===== src/rtl/run_seq_gen.sv =====
// Run-sequence generator: emits runs of equal-pair symbols followed by a break
// symbol, plus the predicted output of a downstream equal-pair run detector.
module run_seq_gen #(
    parameter int LEN_W = 4
) (
    input  logic             clk,
    input  logic             rst,
    input  logic             req_valid,
    output logic             req_ready,
    input  logic [LEN_W-1:0] req_len,
    input  logic             req_sym,
    input  logic             req_alt,
    output logic [1:0]       w,
    output logic             w_valid,
    output logic             busy,
    output logic             exp_z,
    output logic             done
);

    typedef enum logic [1:0] {
        IDLE  = 2'd0,
        RUN   = 2'd1,
        BREAK = 2'd2
    } state_t;

    localparam logic [LEN_W-1:0] LEN_ZERO = '0;
    localparam logic [LEN_W-1:0] LEN_ONE  = LEN_W'(1);

    state_t           state_r;
    logic [LEN_W-1:0] cnt_r;
    logic             pol_r;
    logic             alt_r;
    logic [2:0]       idx_r;

    logic             accept_s;
    logic             pol_next_s;
    logic [2:0]       idx_next_s;

    // Accept decode and next-cycle polarity / saturating run index
    always_comb begin
        accept_s   = req_valid & req_ready;
        pol_next_s = alt_r ? ~pol_r : pol_r;
        if (idx_r == 3'd7) begin
            idx_next_s = 3'd7;
        end else begin
            idx_next_s = idx_r + 3'd1;
        end
    end

    // State machine; outputs are registered for the state being entered
    always_ff @(posedge clk) begin
        if (rst) begin
            state_r   <= IDLE;
            cnt_r     <= LEN_ZERO;
            pol_r     <= 1'b0;
            alt_r     <= 1'b0;
            idx_r     <= 3'd0;
            w         <= 2'b01;
            w_valid   <= 1'b0;
            busy      <= 1'b0;
            exp_z     <= 1'b0;
            done      <= 1'b0;
            req_ready <= 1'b1;
        end else begin
            // Fall back to IDLE outputs; each branch below overrides as needed
            state_r   <= IDLE;
            w         <= 2'b01;
            w_valid   <= 1'b0;
            busy      <= 1'b0;
            exp_z     <= 1'b0;
            done      <= 1'b0;
            req_ready <= 1'b1;
            case (state_r)
                IDLE, BREAK: begin
                    if (accept_s) begin
                        alt_r <= req_alt;
                        busy  <= 1'b1;
                        if (req_len != LEN_ZERO) begin
                            state_r   <= RUN;
                            cnt_r     <= req_len;
                            pol_r     <= req_sym;
                            idx_r     <= 3'd1;
                            w         <= {req_sym, req_sym};
                            w_valid   <= 1'b1;
                            req_ready <= 1'b0;
                        end else begin
                            state_r <= BREAK;
                            cnt_r   <= LEN_ZERO;
                            w       <= 2'b10;
                            w_valid <= 1'b1;
                            done    <= 1'b1;
                        end
                    end else begin
                        state_r <= IDLE;
                    end
                end
                RUN: begin
                    busy    <= 1'b1;
                    w_valid <= 1'b1;
                    if (cnt_r == LEN_ONE) begin
                        state_r <= BREAK;
                        cnt_r   <= LEN_ZERO;
                        w       <= 2'b10;
                        done    <= 1'b1;
                    end else begin
                        state_r   <= RUN;
                        cnt_r     <= cnt_r - LEN_ONE;
                        pol_r     <= pol_next_s;
                        idx_r     <= idx_next_s;
                        w         <= {pol_next_s, pol_next_s};
                        exp_z     <= (idx_next_s >= 3'd4);
                        req_ready <= 1'b0;
                    end
                end
                default: begin
                    state_r <= IDLE;
                end
            endcase
        end
    end

endmodule


===== config.mk =====
export PLATFORM = sky130hd
export DESIGN_NAME = run_seq_gen
export DESIGN_NICKNAME = d
export VERILOG_FILES = /design/src/rtl/run_seq_gen.sv
export SDC_FILE = /design/constraint.sdc
export NUM_CORES = 1
export LEC_CHECK = 0
export CAP_MARGIN = 25
export CORE_UTILIZATION = 40
export CTS_BUF_LIST = sky130_fd_sc_hd__clkbuf_8 sky130_fd_sc_hd__clkbuf_16
export DETAILED_ROUTE_END_ITERATION = 8
export MAX_ROUTING_LAYER = met4
export PLACE_DENSITY = 0.69
export SYNTH_ARGS = -nofsm -noshare
export SYNTH_HDL_FRONTEND = slang
export SYNTH_SLANG_ARGS = --single-unit

===== constraint.sdc =====
create_clock -name clk -period 1.9 [get_ports clk]
set_input_delay 0.475 -clock clk [delete_from_list [all_inputs] [get_ports clk]]
set_output_delay 0.475 -clock clk [all_outputs]
set_load 0.005 [all_outputs]

==> results, run 1 <==
- Global routing finished with a remaining overflow of 0.
- The depth of the worst hold-timing path is 2.
- The end point of the worst hold path is idx_r[0].
- In this run the tool buffered the top-level ports with 15 buffer cells.
- The worst-case reg-to-reg path depth is 4.
- The minimum clock period after layout is 1710 ps.
- The final hold violation count is 0.
- During synthesis, Yosys emitted a total of 0 warnings.
- The violation count after the first detailed-routing iteration is 18.
- In this run the core area contains 15 standard-cell rows.
- In this run the critical register-to-register path is launched from cnt_r[0].
- For this design the ratio of total power to cell area is 904 mW/mm2.
- The detail-routed via count per cell is 5.56.
- The area of the multi-input gates is 429 um2.
- The clock tree root buffer cell is sky130_fd_sc_hd__clkbuf_8.
- The congestion estimate from routability-driven global placement came to 0.816.
- Once detail routing completed, the nets flagged for antenna violations numbered 0.
- The initial antenna violation count is 0.
- The number of vias after detailed routing is 750.
- The routed wire length is 1.84 mm.
- The endpoint identified for the worst register-to-register timing path is pol_r.
- The core occupancy in the finished layout is 0.583.
- Entering global routing, the biggest net connects 13 pins.
- Across the whole layout, storage elements account for 320 um2.
- Summed over all nets, the half-perimeter wirelength after detailed placement is 1.32 mm.
- The overall power of the completed layout is 960 uW.
- Leaving out fill and tap cells, the most frequent cells in the layout are sky130_fd_sc_hd__dfxtp_1 (16), sky130_fd_sc_hd__clkdlybuf4s50_1 (15), sky130_fd_sc_hd__a21oi_1 (8), sky130_fd_sc_hd__nand2_1 (8), sky130_fd_sc_hd__buf_4 (8).
- After clock tree synthesis, the flow added hold-fix buffers numbering 0.
- The sort of element at the end of the critical path is a flop.
- Once routing completed, OpenROAD measured the worst setup slack at ~190 ps.
- The initial cell density of the core is 0.449.
- After clock tree synthesis, the setup repair step added 0 buffers.
- The critical path arrival is 1850 ps.
- At the worst endpoint, the required time is 2040 ps.
- The critical path's largest stage delay is about 560 ps.
- From synthesis to final layout, the design area changed by 29.7%.
- The first detailed-routing pass ran for 4 iterations.
- In this run the register-to-register setup slack is 280 ps.
- Timing would allow up to ~0.6 GHz.
- The antenna cell count is 0.
- In the synthesized netlist, the number of instances is 90.
- The number of buffers created by CTS is 3.
- At the pin with the least slew margin, the transition time is a little under 500 ps.
- On the final layout, the worst hold slack is about 480 ps.
- The later-pin clock latency in the skew report is 250 ps.
- The largest registers in the layout are cnt_r x4, idx_r x3, w x2.
- The clock net sink count is 16.
- The overall die height is 47.2 um.
- The clock tree from TritonCTS is yes.
- The number of synthesized register bits is 16.
- The via count of the first global-routing pass is 627.
- The worst hold path begins at idx_r[0].
- Setup violations remaining at the end of the flow were counted as 0.
- When the netlist entered floorplanning its net count stood at 102.
- The leakage power is 0.417 nW.
- Of the synthesized area, sequential elements account for 0.391.
- The layout has 171 filler cells.
- The detail-routed net length per standard cell is 13.6 um.
- Prior to clock tree synthesis, the placed netlist has a worst setup slack of -62.2 ps.
- Of the available clock period, the critical path in the final layout requires 0.898.
- The flow ran to the end, and the final reports show no timing, DRC or antenna violations.
- The count of pins on the block boundary is 16.
- IR analysis of the VDD net gives a maximum drop of 0.571 mV.
- In this run the standard cell core region covers between 0.0015 and 0.002 mm2.
- Of the cells placed in the final design, the portion with a size suffix greater than 1 is 0.155.
- The type of the tightest min-delay check is flop to flop.
- The number of H-tree branching levels is 1.
- For this run, the post-layout net count is 123.
- The per-instance average area after synthesis is just over 9 um2.
- The critical path goes through clkdlybuf4s50_1, or4_4, a22oi_2, o32ai_1.
- The global-route wire length before repair is about 2.9 mm.
- Clock skew on the completed layout was measured at 7.71 ps.
- The library cell used most frequently in the layout, excluding fill and tap cells, is sky130_fd_sc_hd__dfxtp_1.
- Among all stages on the critical path, the largest delay is contributed by sky130_fd_sc_hd__or4_4.
- In this run the worst path has a maximum fanout of 4.
- The register with the most flip-flops in the layout has 4 of them.
- Max-cap violations in this run came to 0.
- The number of gates resized after CTS is 0.
- Headroom to the max-slew limit came out at 0.673.
- The die covers approximately 0.0022 mm2.
- The register ranked first by flip-flop count is cnt_r.
- The post-synthesis instance area is 818 um2.
- The max-slew violation total from the final report came to 0.
- In this run the deepest clock path goes through 2 buffers.
- The total routing resource utilization after global routing is 0.197.
- Setup repair after global routing left no endpoint under its margin.
- The critical path class is primary input to flop.
- The width of the die is ~47 um.
- The clock slew at the register clock pins of the worst setup and hold paths is 70 ps.
- The nature of the critical path startpoint is a primary input.
- The synthesized netlist contains 40 unique library cells.
- The total DRC errors in the routed layout is 0.
## layout make-up
type,instances,share of cell area
timing repair buffer,23,0.198
clock buffer,4,0.0519
sequential,16,0.302
tap,25,0.0295
multi-input combinational,63,0.404
inverter,4,0.0142
## metal layers
metal	track usage	vias to the layer above	share of wire
met3	0.0346	4	0.037
met4	0.0857	0	0.014
met5	-	-	0
met1	0.249	355	0.44
met2	0.304	19	0.50
li1	-	372	-
## through the flow
stage,area (um2),TNS (ps),instances
global route,1060,0,135
detailed placement,1010,-148,131
global placement,1010,-128,131
floorplan,818,0,90
finish,1060,0,135
CTS,1060,0,135
## cells by family (layout without fill, tap and decap cells)
family | after synthesis | in the layout | synth area share
DFF | 16 | 16 | 0.391
adders and majority gates | 3 | 3 | 0.0459
buffers and inverters | 11 | 31 | 0.0841
xor gates and xnor gates | 1 | 1 | 0.0107
AOI/OAI and AO/OA | 28 | 28 | 0.239
and+or+nand+nor | 30 | 30 | 0.217
muxes | 1 | 1 | 0.0122
## Yosys cell counts, drive strengths merged
| cell type | n | area (um2) |
|---|---|---|
| or4 | 2 | 18.8 |
| or2b | 1 | 8.76 |
| clkbuf | 3 | 12.5 |
| or3b | 1 | 8.76 |
| a41o | 1 | 10.0 |
| o32ai | 2 | 17.5 |
| nand2b | 2 | 12.5 |
| a22oi | 2 | 20.0 |
| nand3 | 2 | 10.0 |
| nand3b | 1 | 7.51 |
| a32oi | 1 | 8.76 |
| nor4 | 1 | 6.26 |
| buf | 4 | 41.3 |
| xor2 | 1 | 8.76 |
| and2b | 1 | 8.76 |
| a211oi | 2 | 15.0 |
| a31oi | 2 | 12.5 |
| mux2i | 1 | 10.0 |
| nor4bb | 1 | 10.0 |
| and3b | 1 | 8.76 |
| nor3b | 1 | 7.51 |
| a32o | 1 | 10.0 |
| o31a | 1 | 10.0 |
| a311oi | 1 | 8.76 |
| nand2 | 8 | 30.0 |
| nor4b | 1 | 8.76 |
| a21o | 2 | 15.0 |
| ha | 3 | 37.5 |
| a21oi | 8 | 40.0 |
| nor3 | 2 | 10.0 |
| dfxtp | 16 | 320 |
| nor2 | 4 | 15.0 |
| o21ai | 4 | 20.0 |
| or2 | 1 | 6.26 |
| inv | 4 | 15.0 |
| o21bai | 1 | 7.51 |
## report_power, final
part	switching [mW]	internal, mW
registers	0.0383	0.376
clock network	0.124	0.184
logic	0.115	0.123
total	0.277	0.682
## worst max-delay path by stage
stage,end,depth (start not counted),slack (ps),from
floorplan,pol_r,3,430,req_len[0]
global placement,idx_r[1],6,-70,req_len[0]
detailed placement,pol_r,4,-60,req_len[0]
CTS,pol_r,4,190,req_len[0]
global route,idx_r[1],6,130,req_len[0]
finish,pol_r,4,190,req_len[0]
## critical path: cells and delay by family
family / cells / cell delay, ps
AOI/OAI and AO/OA: 2 / 390
buffers and inverters: 1 / 420
and+or+nand+nor: 1 / 560
(Power assumes the default switching activity.)
==> inputs of run 2 (changes only) <==
PLACE_DENSITY = 0.66   (was 0.69)
==> results, run 2 (synthesis gave the netlist of run 1 again) <==
- The flow ran to the end, and the final reports show no timing, DRC or antenna violations.
- The fraction of final layout cells with drive strength greater than 1 was 0.155 (unchanged).
- The setup TNS is 0 ps (unchanged).
- The last weighted congestion value of the routability-driven placer came to 0.767 (-6.0%).
- The register ranked first by flip-flop count is cnt_r.
- The number of vias after detailed routing was 760 (+1.3%).
- The placed standard-cell area is 0.00101 mm2 (unchanged).
- The remaining antenna violation count is 0 (unchanged).
- The later-pin clock latency in the skew report is 250 ps (about the same).
- The area of the multi-input gates is 429 um2 (unchanged).
- Setup repair after global routing left no endpoint under its margin.
- The minimum clock period after layout is 1710 ps (+2.66 ps).
- The maximum frequency from static timing analysis was 0.585 GHz (-0.16%).
- The post-placement worst setup slack is -65.3 ps (-3.15 ps).
- The number of post-CTS setup repair buffers is 0 (unchanged).
- The number of gates resized after CTS is 0 (unchanged).
- The via count of the first global-routing pass is 713 (+14%).
- The post-layout net count is 123 (unchanged).
- The depth of the worst hold-timing path is 2 (unchanged).
- The number of flip-flops under the largest register name is 4 (unchanged).
- The total DRC errors in the routed layout came to 0 (unchanged).
- The clock tree from TritonCTS is yes.
- The pin count of the biggest net entering global routing came to 16 (+3).
- The fraction of power consumed by the clock network came to 0.313 (-0.008).
- The root buffer cell chosen for the clock tree is sky130_fd_sc_hd__clkbuf_8.
- The setup skew after layout is 1.56 ps (-6.15 ps).
- The largest vdd supply drop is 0.593 mV (+4.0%).
- The final hold slack came to 481 ps (+3.31 ps).
- The reg2reg setup slack is 270 ps (about the same).
- The critical path's largest stage delay is 560 ps (about the same).
- The total grt overflow was 0 (unchanged).
- The nature of the critical path startpoint is a primary input.
- The number of rows created at floorplan is 15 (unchanged).
- By startpoint and endpoint, the worst setup path is classified as primary input to flop.
- The area used by sequential logic in the layout is 320 um2 (unchanged).
- The leakage power is 0.417 nW (unchanged).
- The sequential group share of total power is 0.435 (+0.004).
- The count of pins on the block boundary is 16 (unchanged).
- The largest registers in the layout are cnt_r x4, idx_r x3, w x2.
- The library cell used most frequently in the layout, excluding fill and tap cells, is sky130_fd_sc_hd__dfxtp_1.
- The final design area excluding fillers was 0.00106 mm2 (unchanged).
- The number of input and output port buffers inserted is 15 (unchanged).
- The die area is 0.00223 mm2 (unchanged).
- The power density of the placed cells is 899 mW/mm2 (-0.65%).
- Traced cell by cell, the critical path runs through clkdlybuf4s50_1, or4_4, a22oi_2, o32ai_1.
- The switching part of the total came to 0.284 (-0.00487).
- In the layout the commonest cells are sky130_fd_sc_hd__dfxtp_1 (16), sky130_fd_sc_hd__clkdlybuf4s50_1 (15), sky130_fd_sc_hd__a21oi_1 (8), sky130_fd_sc_hd__nand2_1 (8), sky130_fd_sc_hd__buf_4 (8).
- The violation count after the first detailed-routing iteration came to 9 (-9).
- The initial antenna violation count is 0 (unchanged).
- The data required time of the critical path is 2030 ps (about the same).
- The count of max-cap constraint violations was 0 (unchanged).
- The HPWL reported at the end of detailed placement came to 1.39 mm (+5.7%).
- The actual slew at the worst max-slew pin is 485 ps (-3.88 ps).
- The least setup slack across all paths after layout is 192 ps (-2.67 ps).
- The type of the tightest min-delay check is flop to flop.
- The routed wire length is 1.89 mm (+3.0%).
- The synthesis-to-finish area growth is 29.7% (unchanged).
- The worst setup path is captured at a flop.
- The width of the die was 47.2 um (unchanged).
- The area inside the core boundary is 0.00182 mm2 (unchanged).
- The critical path arrival is 1840 ps (about the same).
- The part of the cycle the worst path needs is 0.899 (+0.00140).
- The clock slew at the register clock pins of the worst setup and hold paths was 60 ps (about the same).
- The max-slew violation total from the final report is 0 (unchanged).
- The detail-routed via count per cell was 5.63 (+1.3%).
- The power spent charging and discharging nets is 271 uW (-2.3%).
- The detail-routed net length per standard cell is 14.0 um (+3.0%).
- The overall die height came to 47.2 um (unchanged).
- The number of buffers on the longest clock path is 2 (unchanged).
- The final-layout fill cell count is 170 (-0.58%).
- The initial cell density of the core came to 0.449 (unchanged).
- The number of buffers created by CTS is 3 (unchanged).
- The fraction of power consumed by combinational cells is 0.252 (+0.005).
- The global-route wire length before repair is 3.08 mm (+5.2%).
- The internal cell power was 683 uW (about the same).
- The count of endpoints failing setup in the final report came to 0 (unchanged).
- The worst-case reg-to-reg path depth is 4 (unchanged).
- The cell type of the slowest stage on the worst timing path is sky130_fd_sc_hd__or4_4.
- The total routing resource utilization after global routing is 0.206 (+0.00959).
- The final hold violation count is 0 (unchanged).
- The clock net sink count was 16 (unchanged).
- The antenna cell count is 0 (unchanged).
- The count of hold-fix buffers inserted at cts is 0 (unchanged).
- The number of iterations in the first detailed-routing pass is 4 (unchanged).
- The number of H-tree branching levels was 1 (unchanged).
- The maximum fanout along the worst path is 4 (unchanged).
- The relative max-transition margin came to 0.676 (+0.00259).
[run 2: cell counts in the layout (fill, tap and decap cells not counted)]
No cell type changed its count.
[run 2: area by class of cell]
cell class,count,area share
clock buffer,4,0.0519
inverter,4,0.0142
multi-input combinational,63,0.404
sequential,16,0.302
tap,25,0.0295
timing repair buffer,23,0.198
[run 2: worst paths after layout]
path | from | endpoint
setup / recovery | req_len[0] | pol_r
setup reg to reg | cnt_r[0] | pol_r
hold / removal | idx_r[0] | idx_r[0]
hold reg to reg | idx_r[0] | idx_r[0]
[run 2: power by group through the flow]
| stage | Clock [mW] | Sequential (mW) | Combinational [mW] |
|---|---|---|---|
| floorplan | 0 | 0.413 | 0.165 |
| global placement | 0 | 0.421 | 0.233 |
| detailed placement | 0 | 0.422 | 0.239 |
| CTS | 0.303 | 0.414 | 0.241 |
| global route | 0.317 | 0.420 | 0.268 |
| finish | 0.298 | 0.415 | 0.241 |
[run 2: routing by layer]
layer  vias to the layer above  track usage  share of wire
li1                        371            -              -
met1                       367        0.232           0.43
met2                        20        0.348           0.51
met3                         2       0.0577          0.059
met4                         0       0.0686         0.0058
met5                         -            -              0
[run 2: worst max-delay path: cells and delay by family]
family	cells	cell delay, ps
buffers and inverters	1	430
and+or+nand+nor	1	560
AOI/OAI and AO/OA	2	380
[run 2: per-stage QoR]
step / instances / utilization / power [mW]
floorplan: 90 / - / 0.578
global placement: 131 / 0.553 / 0.653
detailed placement: 131 / 0.553 / 0.661
CTS: 135 / 0.583 / 0.958
global route: 135 / 0.583 / 1.00
finish: 135 / 0.583 / 0.953
==> inputs of run 3 (changes only) <==
SKIP_LAST_GASP = 1   (was default)
==> results of run 3 <==
Final layout, timing and power as in run 2 (identical DEF).
